`src/rtl/vga_text_renderer_if.sv`:
```
// Signal bundle between the text renderer, its raster source, text RAM, font ROM and output pins.
// master = renderer side, slave = environment side.
interface vga_text_renderer_if #(
  parameter int ADDR_W = 12
);
  logic [9:0]        h_cnt;
  logic [9:0]        v_cnt;
  logic              de_in;
  logic              hsync_in;
  logic              vsync_in;
  logic [ADDR_W-1:0] char_addr;
  logic [7:0]        char_data;
  logic [6:0]        ascii_code;
  logic [3:0]        font_row;
  logic [2:0]        font_col;
  logic              font_pixel;
  logic [6:0]        cursor_x;
  logic [4:0]        cursor_y;
  logic [11:0]       rgb_out;
  logic              hsync_out;
  logic              vsync_out;
  logic              de_out;

  modport master (
    input  h_cnt, v_cnt, de_in, hsync_in, vsync_in, char_data, font_pixel, cursor_x, cursor_y,
    output char_addr, ascii_code, font_row, font_col, rgb_out, hsync_out, vsync_out, de_out
  );

  modport slave (
    output h_cnt, v_cnt, de_in, hsync_in, vsync_in, char_data, font_pixel, cursor_x, cursor_y,
    input  char_addr, ascii_code, font_row, font_col, rgb_out, hsync_out, vsync_out, de_out
  );
endinterface

```
`src/rtl/vga_text_renderer.sv`:
```
// Text-mode pixel pipeline (text RAM -> font ROM -> RGB444); blinking cursor under TEXT_CURSOR_EN.
// Latency: 3 clocks from raster inputs to rgb_out/hsync_out/vsync_out/de_out, all aligned.
// No backpressure: accepts and emits one pixel every clock.
module vga_text_renderer #(
  parameter int          COLS     = 80,
  parameter int          ROWS     = 30,
  parameter int          ADDR_W   = 12,
  parameter logic [11:0] FG_COLOR = 12'hFFF,
  parameter logic [11:0] BG_COLOR = 12'h000
) (
  input logic                 clk,
  input logic                 rst,
  vga_text_renderer_if.master bus
);
  logic [6:0]        col_idx;
  logic [5:0]        row_idx;
  logic              cell_valid;
  logic [ADDR_W-1:0] cell_addr;
  logic              cur_hit;

  assign col_idx    = bus.h_cnt[9:3];
  assign row_idx    = bus.v_cnt[9:4];
  assign cell_valid = bus.de_in & (32'(col_idx) < 32'(COLS)) & (32'(row_idx) < 32'(ROWS));
  assign cell_addr  = ADDR_W'(row_idx) * ADDR_W'(COLS) + ADDR_W'(col_idx);
  // Off-screen counters must never reach the RAM with a wrapped address.
  assign bus.char_addr = cell_valid ? cell_addr : '0;

`ifdef TEXT_CURSOR_EN
  logic [4:0] frame_cnt;
  logic       vs_prev;

  always_ff @(posedge clk) begin
    if (!rst) begin
      frame_cnt <= '0;
      vs_prev   <= 1'b1;
    end else begin
      vs_prev <= bus.vsync_in;
      if (vs_prev & ~bus.vsync_in)
        frame_cnt <= frame_cnt + 5'd1;
    end
  end

  // Underline cursor on the bottom two glyph rows, visible for 16 of every 32 frames.
  assign cur_hit = cell_valid & (col_idx == bus.cursor_x) & (row_idx == {1'b0, bus.cursor_y})
                 & (bus.v_cnt[3:0] >= 4'd14) & ~frame_cnt[4];
`else
  assign cur_hit = 1'b0;
`endif

  logic [3:0]  font_row_q;
  logic [2:0]  font_col_q;
  logic        valid1, de1, hs1, vs1, cur1;
  logic        inv2, valid2, de2, hs2, vs2, cur2;
  logic [11:0] rgb_q;
  logic        hs_q, vs_q, de_q;
  logic        pix_on;

  assign bus.ascii_code = bus.char_data[6:0];
  assign bus.font_row   = font_row_q;
  assign bus.font_col   = font_col_q;
  assign pix_on         = bus.font_pixel ^ inv2 ^ cur2;

  always_ff @(posedge clk) begin
    if (!rst) begin
      font_row_q <= '0;
      font_col_q <= '0;
      valid1     <= 1'b0;
      de1        <= 1'b0;
      hs1        <= 1'b1;
      vs1        <= 1'b1;
      cur1       <= 1'b0;
      inv2       <= 1'b0;
      valid2     <= 1'b0;
      de2        <= 1'b0;
      hs2        <= 1'b1;
      vs2        <= 1'b1;
      cur2       <= 1'b0;
      rgb_q      <= 12'h000;
      hs_q       <= 1'b1;
      vs_q       <= 1'b1;
      de_q       <= 1'b0;
    end else begin
      // Stage 1: RAM read in flight, glyph coordinates captured.
      font_row_q <= bus.v_cnt[3:0];
      font_col_q <= bus.h_cnt[2:0];
      valid1     <= cell_valid;
      de1        <= bus.de_in;
      hs1        <= bus.hsync_in;
      vs1        <= bus.vsync_in;
      cur1       <= cur_hit;
      // Stage 2: font ROM read in flight.
      inv2       <= bus.char_data[7];
      valid2     <= valid1;
      de2        <= de1;
      hs2        <= hs1;
      vs2        <= vs1;
      cur2       <= cur1;
      // Stage 3: colour resolve.
      rgb_q      <= (de2 & valid2) ? (pix_on ? FG_COLOR : BG_COLOR) : 12'h000;
      hs_q       <= hs2;
      vs_q       <= vs2;
      de_q       <= de2;
    end
  end

  assign bus.rgb_out   = rgb_q;
  assign bus.hsync_out = hs_q;
  assign bus.vsync_out = vs_q;
  assign bus.de_out    = de_q;
endmodule

```
`src/flat_wrapper.sv`:
```
// flat-port wrapper written by rule: the top's interface ports become plain ports
module vga_text_renderer_flat 
#(
  parameter int          COLS     = 80,
  parameter int          ROWS     = 30,
  parameter int          ADDR_W   = 12,
  parameter logic [11:0] FG_COLOR = 12'hFFF,
  parameter logic [11:0] BG_COLOR = 12'h000
)
  (clk, rst, bus_h_cnt, bus_v_cnt, bus_de_in, bus_hsync_in, bus_vsync_in, bus_char_data, bus_font_pixel, bus_cursor_x, bus_cursor_y, bus_char_addr, bus_ascii_code, bus_font_row, bus_font_col, bus_rgb_out, bus_hsync_out, bus_vsync_out, bus_de_out);
  vga_text_renderer_if #(.ADDR_W(ADDR_W)) bus_i ();
  input logic clk;
  input logic rst;
  input wire logic [$bits(bus_i.h_cnt)-1:0] bus_h_cnt;
  input wire logic [$bits(bus_i.v_cnt)-1:0] bus_v_cnt;
  input wire logic [$bits(bus_i.de_in)-1:0] bus_de_in;
  input wire logic [$bits(bus_i.hsync_in)-1:0] bus_hsync_in;
  input wire logic [$bits(bus_i.vsync_in)-1:0] bus_vsync_in;
  input wire logic [$bits(bus_i.char_data)-1:0] bus_char_data;
  input wire logic [$bits(bus_i.font_pixel)-1:0] bus_font_pixel;
  input wire logic [$bits(bus_i.cursor_x)-1:0] bus_cursor_x;
  input wire logic [$bits(bus_i.cursor_y)-1:0] bus_cursor_y;
  output wire logic [$bits(bus_i.char_addr)-1:0] bus_char_addr;
  output wire logic [$bits(bus_i.ascii_code)-1:0] bus_ascii_code;
  output wire logic [$bits(bus_i.font_row)-1:0] bus_font_row;
  output wire logic [$bits(bus_i.font_col)-1:0] bus_font_col;
  output wire logic [$bits(bus_i.rgb_out)-1:0] bus_rgb_out;
  output wire logic [$bits(bus_i.hsync_out)-1:0] bus_hsync_out;
  output wire logic [$bits(bus_i.vsync_out)-1:0] bus_vsync_out;
  output wire logic [$bits(bus_i.de_out)-1:0] bus_de_out;
  assign bus_i.h_cnt = bus_h_cnt;
  assign bus_i.v_cnt = bus_v_cnt;
  assign bus_i.de_in = bus_de_in;
  assign bus_i.hsync_in = bus_hsync_in;
  assign bus_i.vsync_in = bus_vsync_in;
  assign bus_i.char_data = bus_char_data;
  assign bus_i.font_pixel = bus_font_pixel;
  assign bus_i.cursor_x = bus_cursor_x;
  assign bus_i.cursor_y = bus_cursor_y;
  assign bus_char_addr = bus_i.char_addr;
  assign bus_ascii_code = bus_i.ascii_code;
  assign bus_font_row = bus_i.font_row;
  assign bus_font_col = bus_i.font_col;
  assign bus_rgb_out = bus_i.rgb_out;
  assign bus_hsync_out = bus_i.hsync_out;
  assign bus_vsync_out = bus_i.vsync_out;
  assign bus_de_out = bus_i.de_out;
  vga_text_renderer #(.COLS(COLS), .ROWS(ROWS), .ADDR_W(ADDR_W), .FG_COLOR(FG_COLOR), .BG_COLOR(BG_COLOR)) u_core (.clk(clk), .rst(rst), .bus(bus_i));
endmodule
```
`config.mk`:
```
export PLATFORM = sky130hd
export DESIGN_NAME = vga_text_renderer_flat
export DESIGN_NICKNAME = d
export VERILOG_FILES = /design/src/rtl/vga_text_renderer_if.sv /design/src/rtl/vga_text_renderer.sv /design/src/flat_wrapper.sv
export SDC_FILE = /design/constraint.sdc
export NUM_CORES = 1
export LEC_CHECK = 0
export BUFFER_PORTS_ARGS = -buffer_cell sky130_fd_sc_hd__buf_2
export CORE_UTILIZATION = 43
export DETAILED_ROUTE_END_ITERATION = 8
export PLACE_DENSITY_LB_ADDON = 0.05
export SYNTH_ARGS = -nofsm -noshare
export SYNTH_HDL_FRONTEND = slang
export SYNTH_SLANG_ARGS = --single-unit
```
`constraint.sdc`:
```
create_clock -name clk -period 6.2 [get_ports clk]
set_input_delay 0.62 -clock clk [delete_from_list [all_inputs] [get_ports clk]]
set_output_delay 0.62 -clock clk [all_outputs]
set_load 0.03 [all_outputs]
```
==> results of run 1 <==
-- metrics by stage --
step	power [W]	worst slack (ps)	hold slack, ps	instances	cell area [um^2]
2_1_floorplan	0.000204	3070	386	127	1180
3_3_place_gp	0.000218	2780	392	198	1380
3_5_place_dp	0.000220	2770	392	198	1380
4_1_cts	0.000324	2760	419	202	1430
5_1_grt	0.000340	2610	430	202	1430
6_report	0.000319	2790	415	202	1430
-- worst reg2reg max path: stages, from the launching register on --
cell and delay (ps):
dfxtp_1 320, xor2_1 150, and3_1 150
-- registers in the layout, summed over array words and instances (netlist names) --
name	flops
u_core.de1	1
u_core.bus.font_col	3
u_core.de2	1
u_core.vs1	1
u_core.hs1	1
u_core.bus.font_row	4
u_core.bus.rgb_out	1
u_core.valid2	1
u_core.bus.vsync_out	1
u_core.hs2	1
u_core.valid1	1
u_core.inv2	1
u_core.vs2	1
u_core.bus.hsync_out	1
u_core.bus.de_out	1
-- power groups by stage --
stage	combinational [W]	sequential [W]	clock (W)
3_5_place_dp	0.0000822	0.000138	0
6_report	0.0000816	0.000135	0.000103
3_3_place_gp	0.0000805	0.000138	0
5_1_grt	0.0000922	0.000136	0.000112
4_1_cts	0.0000830	0.000135	0.000106
2_1_floorplan	0.0000602	0.000144	0
-- per-layer routing --
metal | share of wire | vias up | wire [um] | GRT usage
li1 | - | 484 | - | -
met1 | 0.45 | 383 | 900 | 0.182
met2 | 0.45 | 48 | 902 | 0.232
met3 | 0.092 | 6 | 186 | 0.0528
met4 | 0.012 | 0 | 25 | 0.0812
met5 | 0 | - | 0 | 0
-- cell usage in the layout, fill, tap and decap left out, types with 2 or more instances in the layout --
| cell | synthesis | routed |
|---|---|---|
| nor2b_1 | 2 | 2 |
| xnor2_1 | 2 | 2 |
| dfxtp_1 | 20 | 20 |
| xor2_1 | 2 | 2 |
| clkbuf_4 | 0 | 3 |
| and2_1 | 19 | 19 |
| o21ai_0 | 3 | 3 |
| nand2b_1 | 8 | 8 |
| nor2_1 | 7 | 7 |
| nand4_1 | 2 | 2 |
| buf_2 | 0 | 60 |
| ha_1 | 11 | 11 |
| a21oi_1 | 3 | 3 |
| a21o_1 | 2 | 2 |
| fa_1 | 2 | 2 |
| inv_1 | 10 | 10 |
| nor3_1 | 2 | 2 |
-- how the worst max path moves through the flow --
stage	start	end	slack, ps	cells past startpoint
3_5_place_dp	bus_v_cnt[5]	bus_char_addr[10]	2770	10
4_1_cts	bus_v_cnt[5]	bus_char_addr[10]	2760	10
6_report	bus_v_cnt[5]	bus_char_addr[10]	2790	10
2_1_floorplan	bus_v_cnt[5]	bus_char_addr[9]	3070	8
3_3_place_gp	bus_v_cnt[5]	bus_char_addr[10]	2780	10
5_1_grt	bus_v_cnt[5]	bus_char_addr[11]	2610	10
-- cell type report --
cell class                      count  area [um^2]  share of cell area
Multi-Input combinational cell     78          606               0.422
Clock buffer                        3         22.5              0.0157
Sequential cell                    20          400               0.279
Tap cell                           30         37.5              0.0262
Timing Repair Buffer               60          300               0.209
Inverter                           10         37.5              0.0262
Clock inverter                      1         30.0              0.0209
-- cell families (layout without fill, tap and decap cells) --
kind of cell | after synthesis | count (layout) | synth area share
AOI/OAI and AO/OA | 10 | 10 | 0.0529
xor gates and xnor gates | 5 | 5 | 0.0487
adders and majority gates | 13 | 13 | 0.150
buffers and inverters | 29 | 74 | 0.149
DFF | 20 | 20 | 0.339
muxes | 1 | 1 | 0.00952
and+or+nand+nor | 49 | 49 | 0.251
==> reports/qor.csv, run 1 <==
metric,value,unit
slowest_delay,450,ps
grt_max_degree,20,
p_seq_frac,0.422,
yosysWarnings,0,
dp_hpwl,1660,um
internal_power,0.000235,W
drcViolationCount,0,
syn_area,1180,um^2
whs_endpoint,u_core.bus.hsync_out,
drive_gt1_frac,0.390,
rrSetupSlack,5490,ps
synth_area_leaders,"dfxtp_1, ha_1, buf_4",
holdBufCountCts,0,
die_y,54.4,um
switching_share,0.265,
drv_cap,0,
cts_buffer_depth,2,
nets,232,
h-tree-depth,1,
grt_usage,0.151,
post_cts_buffers,0,
insertedDiodeCount,0,
crit_type,primary input to primary output,
cts_root_buf,clkbuf_4,
clk_pin_slew,110,ps
peakVddDrop,0.000132,V
drv_slew,0,
hold_depth,1,
pwr-share-comb,0.256,
hold_viol_final,0,
gr-total-overflow,0,
cts_buffers,3,
period_needed,3410,ps
fin_skew,1.54,ps
r2r_cells,2,
routed_via_density,4.56,
critPathTopFamily,adder cells,
switchingPower,0.0000846,W
fp.coreArea,2540,um^2
r2r_end,u_core.bus.rgb_out[10],
synth_flop_cell,dfxtp_1,
cp_max_fo,4,
synth_most_common_cell,dfxtp_1,
arrival,2790,ps
syn_area_per_cell,9.31,um^2
pwr-share-clk,0.322,
ys_ff_latch,20,
fin_setup_tns,0,ps
syn-num-nets,186,
finalWeightedCongestion,0.779,
nFillCells,251,
synth_cell_types,30,
cts_resized,0,
crit_chain,buf_2 -> ha_1 -> ha_1 -> inv_1 -> fa_1 -> or2b_1 -> a211oi_2 -> xnor3_1 -> and2_1 -> buf_2,
die_w,54.4,um
cts.sinks,20,
synth-edff-count,0,
status,completed,
synthTopCellsByCount,"dfxtp_1, and2_1, buf_4",
worst_setup_path_end_kind,primary output,
cp_num_buf_inv,3,
routed_wl,2020,um
synth_top_area_frac,0.339,
setup_viol,0,
cts_tree,yes,
critPathSlowestCell,fa_1,
syn2layout_area_growth,21.3,%
ys_seq_area_frac,0.339,
post-route-period-util,0.551,
utilization,0.563,
io-pin-count,87,
antenna_found_initial,0,
dieArea,2960,um^2
postRouteAntennaNets,0,
rsz0062_at_grt,false,
initial_core_util,0.465,
tightest_slew,495,ps
leakagePower,0.791,nW
power.density,223,nW/um^2
start_kind,primary input,
portBuffers,60,
first_pass_iters,4,
dr_total_vias,921,
grt_pass1_wl,3120,um
rows,18,
cp.required,5580,ps
worstSkewPairLatency,290,ps
r2r_start,u_core.inv2,
drt-initial-drc-count,9,
wire_per_inst,9.98,um
hp-class,flip-flop to flip-flop,
timing.fmax,0.293,GHz
first_global_vias,757,
maxSlewHeadroom,0.667,
min-delay-start,u_core.hs2,
synthArstFlopShare,0,
synthCells,127,
synth_area_leader_cell,dfxtp_1,
(Power assumes the default switching activity.)
==> run 2, diff against run 1 <==
--- a/config.mk
+++ b/config.mk
@@ -6,7 +6,7 @@
 export NUM_CORES = 1
 export LEC_CHECK = 0
 export BUFFER_PORTS_ARGS = -buffer_cell sky130_fd_sc_hd__buf_2
-export CORE_UTILIZATION = 43
+export CORE_UTILIZATION = 40
 export DETAILED_ROUTE_END_ITERATION = 8
 export PLACE_DENSITY_LB_ADDON = 0.05
 export SYNTH_ARGS = -nofsm -noshare
==> constraint.sdc (replaced) <==
create_clock -name clk -period 3.5 [get_ports clk]
set_input_delay 0.35 -clock clk [delete_from_list [all_inputs] [get_ports clk]]
set_output_delay 0.35 -clock clk [all_outputs]
set_load 0.03 [all_outputs]
==> run 2 against run 1 <==
Net effect: clock power grew 24%; design area shrank 1.0%; utilization shrank 5.3 points; highest routed layer unchanged; first-iteration DRC count grew 33%; critical path type unchanged; largest power group unchanged; routed wire length grew 11%; die area grew 7.2%.
==> reports/qor.csv, run 2 (synthesized netlist as in run 1, its figures left out) <==
metric,value,unit,change
drv_cap,0,,unchanged
hold_viol_final,0,,unchanged
worstSkewPairLatency,290,ps,about the same
drt-initial-drc-count,12,,+3
min-delay-start,bus_hsync_in,,
first_pass_iters,2,,-2
status,completed,,
wire_per_inst,11.0,um,+10%
nets,232,,unchanged
post_cts_buffers,0,,unchanged
timing.fmax,0.342,GHz,
rrSetupSlack,2790,ps,-2700 ps
cp_max_fo,4,,unchanged
finalWeightedCongestion,0.732,,-5.9%
dieArea,3180,um^2,+7.2%
totalPowerFinal,0.000514,W,+61%
period_needed,2920,ps,
fin_setup_tns,0,ps,unchanged
power.density,363,nW/um^2,+63%
p_seq_frac,0.464,,+0.042
postRouteAntennaNets,0,,unchanged
rsz0062_at_grt,false,,
maxSlewHeadroom,0.597,,-0.0698
nFillCells,300,,+20%
hold_depth,2,,+1
cts_buffers,3,,unchanged
cts_tree,yes,,
hp-class,primary input to flip-flop,,
grt_pass1_wl,3710,um,+19%
gr-total-overflow,0,,unchanged
arrival,2570,ps,-220 ps
h-tree-depth,1,,unchanged
routed_wl,2240,um,+11%
switchingPower,0.000151,W,+78%
cts_resized,0,,unchanged
portBuffers,60,,unchanged
grt_max_degree,20,,unchanged
finalNonFillerCells,203,,+0.50%
post-route-period-util,0.835,,
fin_skew,1.72,ps,+0.182 ps
clk_pin_slew,100,ps,about the same
holdBufCountCts,0,,unchanged
switching_share,0.293,,+0.0282
syn2layout_area_growth,20.0,%,
pwr-share-clk,0.248,,-0.074
leakagePower,0.784,nW,-0.88%
rows,19,,+1
cts_buffer_depth,2,,unchanged
insertedDiodeCount,0,,unchanged
dp_hpwl,1830,um,+10%
die_y,56.4,um,+3.6%
drive_gt1_frac,0.390,,unchanged
whs_endpoint,u_core.hs1,,
r2r_start,u_core.inv2,,
cp.required,3150,ps,-2430 ps
tightest_slew,599,ps,+104 ps
die_w,56.4,um,+3.6%
layout_common_cells,"buf_2, dfxtp_1, and2_1",,
r2r_end,u_core.bus.rgb_out[10],,
routed_via_density,4.64,,+1.8%
io-pin-count,87,,unchanged
antenna_found_initial,0,,unchanged
fp.coreArea,2780,um^2,+9.3%
utilization,0.510,,-0.0533
drcViolationCount,0,,unchanged
worst_setup_path_end_kind,primary output,,
initial_core_util,0.425,,-0.0395
cts_root_buf,clkbuf_4,,
r2r_cells,2,,unchanged
crit_type,primary input to primary output,,
pwr-share-comb,0.287,,+0.031
internal_power,0.000364,W,+55%
drv_slew,0,,unchanged
largest_reg_flops,4,,unchanged
grt_usage,0.147,,-0.00326
multi_input_area,606,um^2,unchanged
start_kind,primary input,,
setup_viol,0,,unchanged
peakVddDrop,0.000279,V,+110%
cts.sinks,20,,unchanged
dr_total_vias,942,,+2.3%
first_global_vias,858,,+13%
ff_latch_area,400,um^2,unchanged
dpl.cell_count,199,,+0.51%
layout_commonest_cell,buf_2,,
## run 2: cell types whose count changed in the layout (fill, tap and decap cells not counted)
cell / before / now
clkbuf_8: 0 / 1
bufinv_16: 1 / 0
## run 2: power groups by stage
stage | registers (W) | clock network (W) | logic [W]
floorplan | 0.000255 | 0 | 0.000107
global placement | 0.000244 | 0 | 0.000143
detailed placement | 0.000244 | 0 | 0.000148
CTS | 0.000239 | 0.000134 | 0.000149
global route | 0.000240 | 0.000142 | 0.000164
finish | 0.000239 | 0.000128 | 0.000148
## run 2: through the flow
stage | instance area [um^2] | hold WS (ps) | setup slack [ps]
6_report | 1420 | 248 | 579
5_1_grt | 1420 | 237 | 495
4_1_cts | 1420 | 239 | 582
3_5_place_dp | 1380 | 397 | 600
3_3_place_gp | 1380 | 390 | 620
2_1_floorplan | 1180 | 386 | 905
## run 2: layout make-up
type                    count  area share
multi-input cells          78       0.427
flip-flops and latches     20       0.282
repair buffers             60       0.212
well taps                  31      0.0273
inverters                  10      0.0265
clock buffers               4      0.0256
## run 2: per-layer routing
layer | vias to the layer above | global-route usage | wire [um]
met5 | - | 0 | 0
li1 | 484 | - | -
met3 | 8 | 0.0553 | 205
met2 | 45 | 0.235 | 1030
met1 | 405 | 0.184 | 967
met4 | 0 | 0.0488 | 36
## run 2: worst max-delay path by stage
stage / start / to / slack [ps]
2_1_floorplan: bus_v_cnt[5] / bus_char_addr[9] / 910
3_3_place_gp: bus_v_cnt[5] / bus_char_addr[10] / 620
3_5_place_dp: bus_v_cnt[5] / bus_char_addr[11] / 600
4_1_cts: bus_v_cnt[5] / bus_char_addr[10] / 580
5_1_grt: bus_v_cnt[5] / bus_char_addr[10] / 490
6_report: bus_v_cnt[5] / bus_char_addr[10] / 580
## run 2: worst max-delay path, stage by stage
cell and delay, ps:
buf_2 130, ha_1 290, ha_1 220, inv_1 70
fa_1 460, or2b_1 290, a211oi_2 190, xnor3_1 230
and2_1 160, buf_2 170
==> run 3, diff against run 2 <==
==> constraint.sdc (replaced) <==
create_clock -name clk -period 2.7 [get_ports clk]
set_input_delay 0.27 -clock clk [delete_from_list [all_inputs] [get_ports clk]]
set_output_delay 0.27 -clock clk [all_outputs]
set_load 0.03 [all_outputs]
==> run 3 against run 2 <==
Net effect: clock power increased by 85%; routed wire length shrank 1.3%; setup slack got worse by 520 ps; utilization is 2.6 points higher; sequential power up 30%; clock skew up 2.7 ps; global-route usage increased by 0.78 points; via count up 1.3%; non-clock buffer count is 4 higher; sequential share of layout area is 1.4 points lower.
==> reports/qor.csv, run 3 (synthesized netlist as in run 1, its figures left out) <==
metric,value,unit,change
period_needed,2640,ps,
die_w,56.4,um,unchanged
worstSkewPairLatency,290,ps,about the same
dpl.cell_count,201,,+1.0%
pwr-share-clk,0.314,,+0.066
post-route-period-util,0.977,,
dr_total_vias,954,,+1.3%
dp_slack,10.3,ps,-589 ps
maxSlewHeadroom,0.650,,+0.0522
grt_pass1_wl,3930,um,+6.0%
drv_slew,0,,unchanged
status,completed,,
worst_slack,60.9,ps,-518 ps
dp_hpwl,1760,um,-3.6%
setup_viol,0,,unchanged
internal_power,0.000554,W,+52%
fin_skew,4.45,ps,+2.73 ps
first_pass_iters,4,,+2
drv_cap,0,,unchanged
routed_via_density,4.61,,-0.68%
initial_core_util,0.425,,unchanged
crit_type,primary input to primary output,,
drive_gt1_frac,0.426,,+0.0366
cts_buffers,3,,unchanged
h-tree-depth,1,,unchanged
peakVddDrop,0.000516,V,+85%
rows,19,,unchanged
fin_setup_tns,0,ps,unchanged
pwr-share-comb,0.276,,-0.011
grt_usage,0.155,,+0.00776
leakagePower,0.810,nW,+3.3%
holdBufCountCts,0,,unchanged
largest_reg_flops,4,,unchanged
insertedDiodeCount,0,,unchanged
hold_viol_final,0,,unchanged
first_global_vias,907,,+5.7%
cts_buffer_depth,2,,unchanged
power.density,507,nW/um^2,+40%
fp.coreArea,2780,um^2,unchanged
io-pin-count,87,,unchanged
antenna_found_initial,0,,unchanged
drcViolationCount,0,,unchanged
cp_max_fo,3,,-1
grt_max_degree,20,,unchanged
switching_share,0.267,,-0.0265
fin_hold_ws,155,ps,-93.8 ps
cts.sinks,20,,unchanged
syn2layout_area_growth,26.1,%,
layout_common_cells,"buf_2, dfxtp_1, and2_1",,
hp-class,primary input to flip-flop,,
arrival,2370,ps,-200 ps
cts_root_buf,clkbuf_4,,
p_seq_frac,0.410,,-0.054
finalWeightedCongestion,0.711,,-2.9%
cp.required,2430,ps,-720 ps
start_kind,primary input,,
tightest_slew,521,ps,-77.8 ps
postRouteAntennaNets,0,,unchanged
dieArea,3180,um^2,unchanged
layout_commonest_cell,buf_2,,
cts_tree,yes,,
portBuffers,60,,unchanged
timing.fmax,0.379,GHz,
rsz0062_at_grt,false,,
nets,236,,+1.7%
gr-total-overflow,0,,unchanged
nFillCells,269,,-10%
routed_wl,2210,um,-1.3%
wire_per_inst,10.7,um,-3.2%
drt-initial-drc-count,10,,-2
clk_pin_slew,110,ps,about the same
switchingPower,0.000202,W,+34%
worst_setup_path_end_kind,primary output,,
die_y,56.4,um,unchanged
finalNonFillerCells,207,,+2.0%
## run 3: final timing paths
kind / from / cells past startpoint / endpoint / slack [ps]
min: bus_vsync_in / 2 / u_core.vs1 / 150
max reg2reg: u_core.inv2 / 2 / u_core.bus.rgb_out[10] / 1980
max: bus_v_cnt[7] / 10 / bus_char_addr[11] / 60
min reg2reg: u_core.hs2 / 1 / u_core.bus.hsync_out / 420
## run 3: layout make-up
class,count,area [um^2],share of cell area
timing repair buffer,64,339,0.227
clock buffer,3,22.5,0.0151
inverter,10,37.5,0.0252
tap,31,38.8,0.0260
sequential,20,400,0.268
multi-input combinational,78,623,0.418
clock inverter,1,30.0,0.0201
## run 3: routing by layer
| metal | global-route usage | wire length [um] | vias to the layer above |
|---|---|---|---|
| met1 | 0.188 | 988 | 409 |
| met5 | 0 | 0 | - |
| li1 | - | - | 492 |
| met4 | 0.0453 | 36 | 0 |
| met2 | 0.248 | 953 | 45 |
| met3 | 0.0691 | 228 | 8 |
## run 3: stage by stage
step	power, W	util	area [um^2]
floorplan	0.000469	-	1180
global placement	0.000507	0.502	1400
detailed placement	0.000512	0.502	1400
CTS	0.000764	0.532	1480
global route	0.000808	0.536	1490
finish	0.000756	0.536	1490
## run 3: worst max-delay path: stages
cell     delay [ps]
buf_2           130
ha_4            260
ha_2            180
inv_2            40
fa_1            470
or2b_1          280
nor2_1          100
nand4_1         120
mux2_1          340
buf_4           170
## run 3: timing repair
| action | 4_1_cts | 5_1_grt |
|---|---|---|
| resized for setup | 5 | 2 |
| setup endpoints to repair | 2 | 2 |
| pin swaps | 3 | 2 |
| setup buffers | 2 | 0 |
## run 3: power groups by stage
stage	Clock, W	Sequential (W)	Combinational [W]
final	0.000237	0.000310	0.000209
after global placement	0	0.000316	0.000191
after global routing	0.000262	0.000311	0.000234
after detailed placement	0	0.000317	0.000195
after CTS	0.000246	0.000310	0.000208
after floorplan	0	0.000331	0.000138
